File: config.mk
export PLATFORM = sky130hd
export DESIGN_NAME = axis_byte_packer
export DESIGN_NICKNAME = d
export VERILOG_FILES = /design/src/rtl/axis_pkg.sv /design/src/rtl/axis_out_reg.sv /design/src/rtl/axis_byte_packer.sv
export SDC_FILE = /design/constraint.sdc
export NUM_CORES = 1
export LEC_CHECK = 0
export ABC_AREA = 1
export BUFFER_PORTS_ARGS = -buffer_cell sky130_fd_sc_hd__buf_2
export CAP_MARGIN = 0
export CORE_MARGIN = 2
export CORE_UTILIZATION = 35
export DETAILED_ROUTE_END_ITERATION = 12
export SKIP_CTS_REPAIR_TIMING = 1
export SKIP_LAST_GASP = 1
export SYNTH_ARGS = -nofsm -noshare
export SYNTH_HDL_FRONTEND = slang
export SYNTH_SLANG_ARGS = --single-unit
File: constraint.sdc
create_clock -name clk -period 1.4 [get_ports clk]
set_input_delay 0.07 -clock clk [delete_from_list [all_inputs] [get_ports clk]]
set_output_delay 0.07 -clock clk [all_outputs]
set_load 0.02 [all_outputs]
File: src/rtl/axis_pkg.sv
// Shared AXI4-Stream helpers: FSM state type, lane-index width and keep-mask
// generation, reusable by any byte-lane stream stage.
package axis_pkg;

  // Widest word any stream stage in this path packs, in bytes.
  localparam int MAX_BYTES = 16;

  // Packer accumulator state: FILL collects bytes, HOLD parks a finished word.
  typedef enum logic {
    FILL = 1'b0,
    HOLD = 1'b1
  } pk_state_t;

  // Bits needed to index a lane in an n-byte word (at least one bit).
  function automatic int lane_w(input int n);
    return (n <= 2) ? 1 : $clog2(n);
  endfunction

  // Contiguous keep mask of n_bytes valid lanes in a width-byte word,
  // anchored at lane 0 (little-endian) or at lane width-1 (network order).
  function automatic logic [MAX_BYTES-1:0] keep_mask(input int n_bytes,
                                                     input bit net_order,
                                                     input int width = MAX_BYTES);
    logic [MAX_BYTES-1:0] m;
    m = '0;
    for (int i = 0; i < MAX_BYTES; i++) begin
      if (net_order) m[i] = (i < width) && (i >= width - n_bytes);
      else           m[i] = (i < n_bytes);
    end
    return m;
  endfunction

endpackage

File: src/rtl/axis_out_reg.sv
// AXI4-Stream output register slice: loads a word on request and holds it
// stable until the downstream handshake completes.
module axis_out_reg #(
  parameter int OUT_BYTES = 4
) (
  input  logic                   clk,
  input  logic                   rst_n,
  input  logic                   load,
  input  logic [8*OUT_BYTES-1:0] ld_data,
  input  logic [OUT_BYTES-1:0]   ld_keep,
  input  logic                   ld_last,
  output logic [8*OUT_BYTES-1:0] m_axis_tdata,
  output logic [OUT_BYTES-1:0]   m_axis_tkeep,
  output logic                   m_axis_tvalid,
  output logic                   m_axis_tlast,
  input  logic                   m_axis_tready
);

  logic [8*OUT_BYTES-1:0] data_p1;
  logic [OUT_BYTES-1:0]   keep_p1;
  logic                   last_p1;
  logic                   vld_p1;

  // Output stage: load replaces the word (also on a same-edge handshake);
  // otherwise valid clears only when the word is taken.
  always_ff @(posedge clk) begin
    if (!rst_n) begin
      data_p1 <= '0;
      keep_p1 <= '0;
      last_p1 <= 1'b0;
      vld_p1  <= 1'b0;
    end else if (load) begin
      data_p1 <= ld_data;
      keep_p1 <= ld_keep;
      last_p1 <= ld_last;
      vld_p1  <= 1'b1;
    end else if (m_axis_tready) begin
      vld_p1  <= 1'b0;
    end
  end

  assign m_axis_tdata  = data_p1;
  assign m_axis_tkeep  = keep_p1;
  assign m_axis_tlast  = last_p1;
  assign m_axis_tvalid = vld_p1;

endmodule

File: src/rtl/axis_byte_packer.sv
// Byte-to-word AXI4-Stream upsizer: packs consecutive bytes into OUT_BYTES-wide
// words with per-byte keep, preserving frame boundaries.
// Optional macro AXIS_PACKER_NET_ORDER_EN: first byte of each word lands in the
// most significant lane; default places it in lane 0.
module axis_byte_packer
  import axis_pkg::*;
#(
  parameter int OUT_BYTES = 4,
  parameter int CNT_WIDTH = 16
) (
  input  logic                   clk,
  input  logic                   rst_n,
  input  logic [7:0]             s_axis_tdata,
  input  logic                   s_axis_tvalid,
  input  logic                   s_axis_tlast,
  output logic                   s_axis_tready,
  output logic [8*OUT_BYTES-1:0] m_axis_tdata,
  output logic [OUT_BYTES-1:0]   m_axis_tkeep,
  output logic                   m_axis_tvalid,
  output logic                   m_axis_tlast,
  input  logic                   m_axis_tready,
  output logic [CNT_WIDTH-1:0]   frame_count
);

  localparam int LANE_W = lane_w(OUT_BYTES);
  localparam int DW     = 8 * OUT_BYTES;
`ifdef AXIS_PACKER_NET_ORDER_EN
  localparam bit NET_ORDER = 1'b1;
`else
  localparam bit NET_ORDER = 1'b0;
`endif

  pk_state_t             state, state_nxt;
  logic [LANE_W-1:0]     lane;
  logic [LANE_W-1:0]     phys;
  logic [DW-1:0]         acc_data_p0;
  logic [OUT_BYTES-1:0]  acc_keep_p0;
  logic                  acc_last_p0;
  logic                  s_ready_q;
  logic                  take, complete, slot_free;
  logic                  load, hold_word, clr_acc;
  logic [DW-1:0]         w_data, ld_data;
  logic [OUT_BYTES-1:0]  w_keep, ld_keep;
  logic                  ld_last;

  // Input stage: merge the incoming byte into the accumulator image.
  assign phys      = NET_ORDER ? (LANE_W'(OUT_BYTES - 1) - lane) : lane;
  assign w_data    = acc_data_p0 | (DW'(s_axis_tdata) << {phys, 3'b000});
  assign w_keep    = OUT_BYTES'(keep_mask(int'(lane) + 1, NET_ORDER, OUT_BYTES));
  assign take      = s_axis_tvalid && s_ready_q;
  assign complete  = take && ((lane == LANE_W'(OUT_BYTES - 1)) || s_axis_tlast);
  assign slot_free = !m_axis_tvalid || m_axis_tready;
  assign s_axis_tready = s_ready_q;

  // Next state and word routing: finished words go straight to the output
  // register when its slot frees this cycle, otherwise park in the accumulator.
  always_comb begin
    state_nxt = state;
    load      = 1'b0;
    hold_word = 1'b0;
    clr_acc   = 1'b0;
    ld_data   = w_data;
    ld_keep   = w_keep;
    ld_last   = s_axis_tlast;
    case (state)
      FILL: begin
        if (complete) begin
          if (slot_free) begin
            load    = 1'b1;
            clr_acc = 1'b1;
          end else begin
            hold_word = 1'b1;
            state_nxt = HOLD;
          end
        end
      end
      HOLD: begin
        ld_data = acc_data_p0;
        ld_keep = acc_keep_p0;
        ld_last = acc_last_p0;
        if (slot_free) begin
          load      = 1'b1;
          clr_acc   = 1'b1;
          state_nxt = FILL;
        end
      end
      default: state_nxt = FILL;
    endcase
  end

  // State register; input ready is registered so it never depends on m_axis_tready.
  always_ff @(posedge clk) begin
    if (!rst_n) begin
      state     <= FILL;
      s_ready_q <= 1'b0;
    end else begin
      state     <= state_nxt;
      s_ready_q <= (state_nxt == FILL);
    end
  end

  // Accumulator: clear on hand-off so lanes past a short frame read as zero.
  always_ff @(posedge clk) begin
    if (!rst_n) begin
      lane        <= '0;
      acc_data_p0 <= '0;
      acc_keep_p0 <= '0;
      acc_last_p0 <= 1'b0;
    end else begin
      if (clr_acc) begin
        acc_data_p0 <= '0;
        acc_keep_p0 <= '0;
        acc_last_p0 <= 1'b0;
      end else if (hold_word || take) begin
        acc_data_p0 <= w_data;
        acc_keep_p0 <= w_keep;
        acc_last_p0 <= s_axis_tlast;
      end
      if (complete)  lane <= '0;
      else if (take) lane <= lane + LANE_W'(1);
    end
  end

  // Output stage boundary.
  axis_out_reg #(
    .OUT_BYTES(OUT_BYTES)
  ) u_out_reg (
    .clk          (clk),
    .rst_n        (rst_n),
    .load         (load),
    .ld_data      (ld_data),
    .ld_keep      (ld_keep),
    .ld_last      (ld_last),
    .m_axis_tdata (m_axis_tdata),
    .m_axis_tkeep (m_axis_tkeep),
    .m_axis_tvalid(m_axis_tvalid),
    .m_axis_tlast (m_axis_tlast),
    .m_axis_tready(m_axis_tready)
  );

  // Completed-frame counter, wraps naturally.
  always_ff @(posedge clk) begin
    if (!rst_n)
      frame_count <= '0;
    else if (m_axis_tvalid && m_axis_tready && m_axis_tlast)
      frame_count <= frame_count + CNT_WIDTH'(1);
  end

endmodule

==> flow_metrics.py, run 1 <==
metrics = {
    "placement": {
        "gp_congestion": 0.809,
        "place_area_um2": 4670,
        "port_buffers": 67,
        "post-dp-hpwl_mm": 6.94,
        "place_ws_ns": -0.356,
    },
    "global_route": {
        "antenna_found_initial": 0,
        "grt_pass1_wl_mm": 17.2,
        "grt_util_met1_pct": 22.7,
        "met2_usage_pct": 26.7,
        "track_usage_pct": 16.6,
        "grt_max_degree": 39,
        "busiest_layer": "met2",
        "gr-total-overflow": 0,
        "grt_pass1_vias": 3637,
        "grtUsageMet3_pct": 3.19,
    },
    "yosys": {
        "syn_avg_cell_area_um2": 7.19,
        "synthCells": 570,
        "yosys_register_bits": 95,
        "yosysTopAreaCellShare_pct": 46.4,
        "ys_types": 28,
        "yosysWarnings": 0,
        "async_flop_share_pct": 0,
        "synth_compound_area_share_pct": 8.15,
        "synth_mux_area_share_pct": 0,
        "syn_nets": 587,
        "synth.area.top_cells": "dfxtp_1 (46%), nor2_1 (18%), nand2_1 (5.9%), nand3_1 (4.3%), nor3_1 (4.0%)",
        "ys_seq_area_share_pct": 46.4,
        "synth_simple_gate_area_share_pct": 36.6,
        "synth_top_area_cell": "dfxtp_1",
        "synth_area_um2": 4100,
        "synth_flop_cell": "dfxtp_1",
        "synth-edff-count": 0,
        "synth_top_family_by_area": "simple AND/OR/NAND/NOR gates",
        "synth_xor_area_share_pct": 0,
        "synth_adder_area_share_pct": 1.22,
    },
    "setup_path": {
        "critPathCaptureType": "flop",
        "crit_arrival_ns": 1.74,
        "r2r-end": "acc_data_p0[26]",
        "rr_worst_depth": 8,
        "r2r_slack_ns": -0.06,
        "critical_path.max_fanout": 7,
        "worstReg2RegStart": "lane[0]",
        "crit_type": "flop to flop",
        "crit_path_start_kind": "flop",
        "required_ns": 1.69,
    },
    "sta": {
        "fin_skew_ns": 0.00425,
        "whs_ns": 0.0392,
        "period_share_pct": 104,
        "rsz0062_at_grt": "yes",
        "maxSlewHeadroom_pct": 72.7,
        "drv_slew": 0,
        "setup_viol": 54,
        "hold_violations": 0,
        "tightest_slew_ns": 0.410,
        "post-route-min-period_ns": 1.46,
        "setup_ws_ns": -0.0586,
        "max_freq_ghz": 0.686,
    },
    "routing": {
        "drtIter0Drc": 294,
        "wl_mm": 11.1,
        "ant_nets": 0,
        "post-route-drc-count": 0,
        "vias_per_cell": 4.88,
        "post_drt_wl_per_cell_um": 13.8,
        "drtPass1Iterations": 4,
        "dr_total_vias": 3932,
    },
    "cts": {
        "htree_levels": 3,
        "root_buffer": "clkbuf_16",
        "cts_tree": "yes",
        "cts.sinks": 95,
        "clock_path_buffers": 2,
        "cts_buffers": 9,
        "clk_latency_ns": 0.34,
        "cts.clk_slew.worst_paths_ns": 0.07,
    },
    "die": {
        "die_x_um": 112,
        "coreArea_um2": 11400,
        "die_y_um": 112,
        "dieArea_um2": 12600,
        "initial_core_util_pct": 35.9,
        "core.rowCount": 39,
        "io_pins": 68,
    },
    "finish": {
        "area_delta_synth_final_pct": 33.6,
        "fin_nets": 674,
        "diodes": 0,
        "layout-drive-gt1-share_pct": 27.8,
        "fin_area_um2": 5480,
    },
    "outcome": {
        "outcome": "complete, but fails checks",
        "failed_checks": "setup timing",
    },
    "worst_hold_path": {
        "hold_start": "s_axis_tlast",
        "hold_path_class": "input port to flop",
        "hold_end": "acc_last_p0",
        "min_path_cells": 3,
    },
    "pwr": {
        "powerDensity_nw_per_um2": 1140,
        "p_leak_nw": 2.44,
        "ir_drop_v": 0.000585,
    },
    "flow_run": {
        "max-cap-violations": 0,
    },
}
cell families (layout without fill, tap and decap cells):
kind of cell | after synthesis | after routing
AOI/OAI and AO/OA | 61 | 62
adders and majority gates | 4 | 4
buffers and inverters | 60 | 151
DFF | 95 | 95
and+or+nand+nor | 350 | 350
placed cells by master (no fill, tap or decap), types with 2 or more instances in the layout:
cell type,synthesis,layout
a21oi_1,11,8
a21oi_2,0,3
a21oi_4,1,2
buf_12,0,7
buf_2,9,67
buf_4,7,24
buf_8,0,2
bufinv_16,0,2
clkbuf_16,0,13
clkinv_4,1,2
clkinvlp_4,0,2
dfxtp_1,95,93
dfxtp_4,0,2
ha_1,4,2
ha_4,0,2
inv_1,24,24
inv_2,5,3
inv_6,0,2
nand2_1,64,64
nand2_2,3,3
nand2_8,0,2
nand3_1,35,35
nand3_2,2,2
nand4_1,5,5
nor2_1,195,179
nor2_2,5,6
nor2_4,3,18
nor3_1,33,24
nor3_2,0,9
o21ai_0,31,15
o21ai_1,14,25
o21ai_2,0,4
o21ai_4,1,2
o21bai_1,2,2
synthesized netlist by cell type (3+ instances only):
| master | instances |
|---|---|
| o21ai_0 | 31 |
| nor2_4 | 3 |
| nand4_1 | 5 |
| dfxtp_1 | 95 |
| nor2_2 | 5 |
| ha_1 | 4 |
| o21ai_1 | 14 |
| buf_2 | 9 |
| inv_2 | 5 |
| buf_6 | 6 |
| nor2_1 | 195 |
| nand2_4 | 3 |
| nand2_1 | 64 |
| clkbuf_1 | 8 |
| nand2_2 | 3 |
| nand3_1 | 35 |
| inv_1 | 24 |
| nor3_1 | 33 |
| a21oi_1 | 11 |
| buf_4 | 7 |
stage by stage:
step	TNS [ns]	std cells	util (%)	total power, mW
after detailed placement	-10.90	775	40.9	3.48
after floorplan	0	570	-	3.29
final	-1.46	805	48.0	6.23
after CTS	-12.11	791	43.7	6.13
after global routing	-6.39	805	48.0	6.45
after global placement	-7.99	775	40.9	3.48
area by class of cell:
cell class	instances	area (um2)
clock inverters	6	92.6
repair buffers	105	797
well taps	143	179
multi-input cells	416	2140
fillers	1125	5940
inverters	30	125
clock buffers	10	229
flip-flops and latches	95	1910
flip-flops by register name, indices dropped and copies added, names as in the netlist:
name                     flops
lane                         2
acc_last_p0                  1
s_axis_tready                1
u_out_reg.m_axis_tdata      32
u_out_reg.m_axis_tvalid      1
acc_keep_p0                  4
u_out_reg.m_axis_tlast       1
frame_count                 16
state                        1
acc_data_p0                 32
u_out_reg.m_axis_tkeep       4
worst max-delay path, cell delays in order (launching register included):
cell,delay [ns]
dfxtp_4,0.36
ha_4,0.17
o21ai_4,0.17
buf_6,0.13
nand2_4,0.06
nand2_8,0.13
nand2_8,0.10
clkbuf_16,0.19
nor2_1,0.08
power by group:
part / leakage (nW) / internal [mW] / switching (mW)
clock: 0.149 / 1.58 / 1.08
sequential: 0.773 / 2.79 / 0.0470
combinational: 1.51 / 0.283 / 0.456
how the worst max path moves through the flow:
stage	startpoint	to	cells after the start
after detailed placement	lane[1]	u_out_reg.m_axis_tdata[7]	5
after floorplan	lane[1]	u_out_reg.m_axis_tkeep[2]	10
after CTS	lane[0]	u_out_reg.m_axis_tdata[31]	5
final	lane[0]	acc_data_p0[26]	8
after global placement	lane[0]	u_out_reg.m_axis_tkeep[2]	6
after global routing	lane[1]	acc_last_p0	8
layer usage:
metal	part of all wire, %	routed length (um)	up-vias
li1	-	-	2000
met1	48	5300	1827
met2	46	5130	89
met3	4.4	491	16
met4	1.8	201	0
met5	0	0	-
(Power assumes the default switching activity.)
==> run 2: changes to the inputs <==
--- a/config.mk
+++ b/config.mk
@@ -7,10 +7,11 @@
 export LEC_CHECK = 0
 export ABC_AREA = 1
 export BUFFER_PORTS_ARGS = -buffer_cell sky130_fd_sc_hd__buf_2
-export CAP_MARGIN = 0
+export CAP_MARGIN = 20
 export CORE_MARGIN = 2
 export CORE_UTILIZATION = 35
 export DETAILED_ROUTE_END_ITERATION = 12
+export RECOVER_POWER = 100
 export SKIP_CTS_REPAIR_TIMING = 1
 export SKIP_LAST_GASP = 1
 export SYNTH_ARGS = -nofsm -noshare
==> run 2 against run 1 <==
Net effect:
- the flow still finishes with violations (setup timing)
- worst setup slack worse by 0.0019 ns
- die area did not move
- flip-flop and latch count is the same
- total power shrank 0.26%
- utilization down 0.65 points
- critical endpoint unchanged
==> flow_metrics.py, run 2 (synthesis results as in run 1) <==
metrics = {
    "routing": {
        "wl_mm": 11.2,
        "ant_nets": 0,
        "dr_total_vias": 3956,
        "post-route-drc-count": 0,
        "drtIter0Drc": 286,
        "vias_per_cell": 4.91,
        "post_drt_wl_per_cell_um": 13.9,
        "drtPass1Iterations": 6,
    },
    "sta": {
        "setup_ws_ns": -0.0606,
        "max_freq_ghz": 0.685,
        "period_share_pct": 104,
        "tns_ns": -1.48,
        "hold_violations": 0,
        "post-route-min-period_ns": 1.46,
        "drv_slew": 0,
        "fin_skew_ns": 0.00488,
        "maxSlewHeadroom_pct": 70.5,
        "setup_viol": 53,
        "tightest_slew_ns": 0.443,
        "rsz0062_at_grt": "yes",
    },
    "cts": {
        "cts_buffers": 9,
        "cts.sinks": 95,
        "cts.clk_slew.worst_paths_ns": 0.07,
        "htree_levels": 3,
        "clk_latency_ns": 0.34,
        "cts_tree": "yes",
        "clock_path_buffers": 2,
        "root_buffer": "clkbuf_16",
    },
    "worst_hold_path": {
        "hold_path_class": "input port to flop",
    },
    "setup_path": {
        "path_cells": "ha_4 > o21ai_4 > buf_6 > nand2_4 > nand2_8 > nand2_8 > clkbuf_16 > nor2_1",
        "critPathCaptureType": "flop",
        "cp_common_cell": "nand2_8",
        "crit_arrival_ns": 1.75,
        "crit_path_start_kind": "flop",
        "crit_slowest_cell": "dfxtp_4",
        "required_ns": 1.69,
        "critical-path-max-stage-delay_ns": 0.36,
        "crit_type": "flop to flop",
        "critical_path.max_fanout": 7,
    },
    "die": {
        "io_pins": 68,
        "dieArea_um2": 12600,
        "die_y_um": 112,
        "core.rowCount": 39,
        "initial_core_util_pct": 35.9,
        "coreArea_um2": 11400,
        "die_x_um": 112,
    },
    "finish": {
        "diodes": 0,
        "fin_nets": 674,
        "nFillCells": 1144,
        "layout-drive-gt1-share_pct": 19.5,
        "final_cell_mix": "nor2_1 (179), dfxtp_1 (93), nand2_1 (64)",
        "area_delta_synth_final_pct": 31.8,
        "final_common_cell": "nor2_1",
    },
    "global_route": {
        "antenna_found_initial": 0,
        "track_usage_pct": 16.6,
        "grt_pass1_wl_mm": 17.2,
        "gr-total-overflow": 0,
        "grt_pass1_vias": 3637,
        "grt_max_degree": 39,
    },
    "pwr": {
        "seq_power_share_pct": 45.6,
        "clkPwrFrac_pct": 42.7,
        "comb_power_share_pct": 11.6,
        "ir_drop_v": 0.000578,
        "p_sw_share_pct": 25.5,
        "internal-power_mw": 4.63,
        "totalPowerFinal_mw": 6.21,
        "powerDensity_nw_per_um2": 1150,
        "switchingPower_mw": 1.58,
        "p_leak_nw": 2.21,
    },
    "placement": {
        "gp_congestion": 0.809,
        "port_buffers": 67,
        "post-dp-hpwl_mm": 6.94,
    },
    "outcome": {
        "outcome": "complete, but fails checks",
        "failed_checks": "setup timing",
    },
    "flow_run": {
        "max-cap-violations": 0,
    },
}
==> run 2: changes by cell type in the layout (fill, tap and decap cells not counted), sizes merged <==
cell	before	now
buf	101	45
clkbuf	14	70
==> run 2: through the flow <==
stage | hold slack, ns | area, um2 | instances | util (%) | setup WS (ns)
global route | 0.0572 | 5400 | 805 | 47.3 | -0.129
global placement | 0.378 | 4670 | 775 | 40.9 | -0.279
CTS | 0.0128 | 4990 | 791 | 43.7 | -0.368
floorplan | 0.213 | 4140 | 570 | - | 0.0375
detailed placement | 0.376 | 4670 | 775 | 40.9 | -0.356
finish | 0.0350 | 5400 | 805 | 47.3 | -0.0606
==> run 2: power groups by stage <==
| stage | sequential [mW] | clock (mW) | combinational (mW) |
|---|---|---|---|
| finish | 2.84 | 2.65 | 0.723 |
| global route | 2.85 | 2.80 | 0.790 |
| CTS | 2.83 | 2.70 | 0.595 |
| global placement | 2.89 | 0 | 0.588 |
| detailed placement | 2.89 | 0 | 0.593 |
| floorplan | 2.96 | 0 | 0.324 |
==> run 2: final timing paths <==
kind / from / to / slack, ns / cells past startpoint
setup / recovery: lane[0] / acc_data_p0[26] / -0.06 / 8
hold / removal: s_axis_tlast / acc_last_p0 / 0.03 / 3
setup reg to reg: lane[0] / acc_data_p0[26] / -0.06 / 8
hold reg to reg: u_out_reg.m_axis_tkeep[1] / u_out_reg.m_axis_tkeep[1] / 0.47 / 2
==> run 2: critical path, delay by kind of cell, from the launching register on <==
kind	cells	cell delay, ns
buffers and inverters	2	0.32
AND/OR/NAND/NOR	4	0.37
AO/OA/AOI/OAI	1	0.17
flip-flops	1	0.36
adder cells (fa/ha/maj)	1	0.17
==> run 2: area by class of cell <==
| cell class | count | area, um2 | area share [%] |
|---|---|---|---|
| clock inverters | 6 | 92.6 | 1.71 |
| multi-input cells | 416 | 2140 | 39.6 |
| well taps | 143 | 179 | 3.31 |
| flip-flops and latches | 95 | 1910 | 35.3 |
| repair buffers | 105 | 728 | 13.5 |
| clock buffers | 10 | 229 | 4.24 |
| inverters | 30 | 125 | 2.32 |
==> run 2: routing by layer <==
| metal | up-vias | track usage (%) | wire length [um] |
|---|---|---|---|
| li1 | 1998 | - | - |
| met1 | 1835 | 22.7 | 5300 |
| met2 | 107 | 26.7 | 5140 |
| met3 | 16 | 3.19 | 561 |
| met4 | 0 | 4.88 | 201 |
| met5 | - | 0 | 0 |
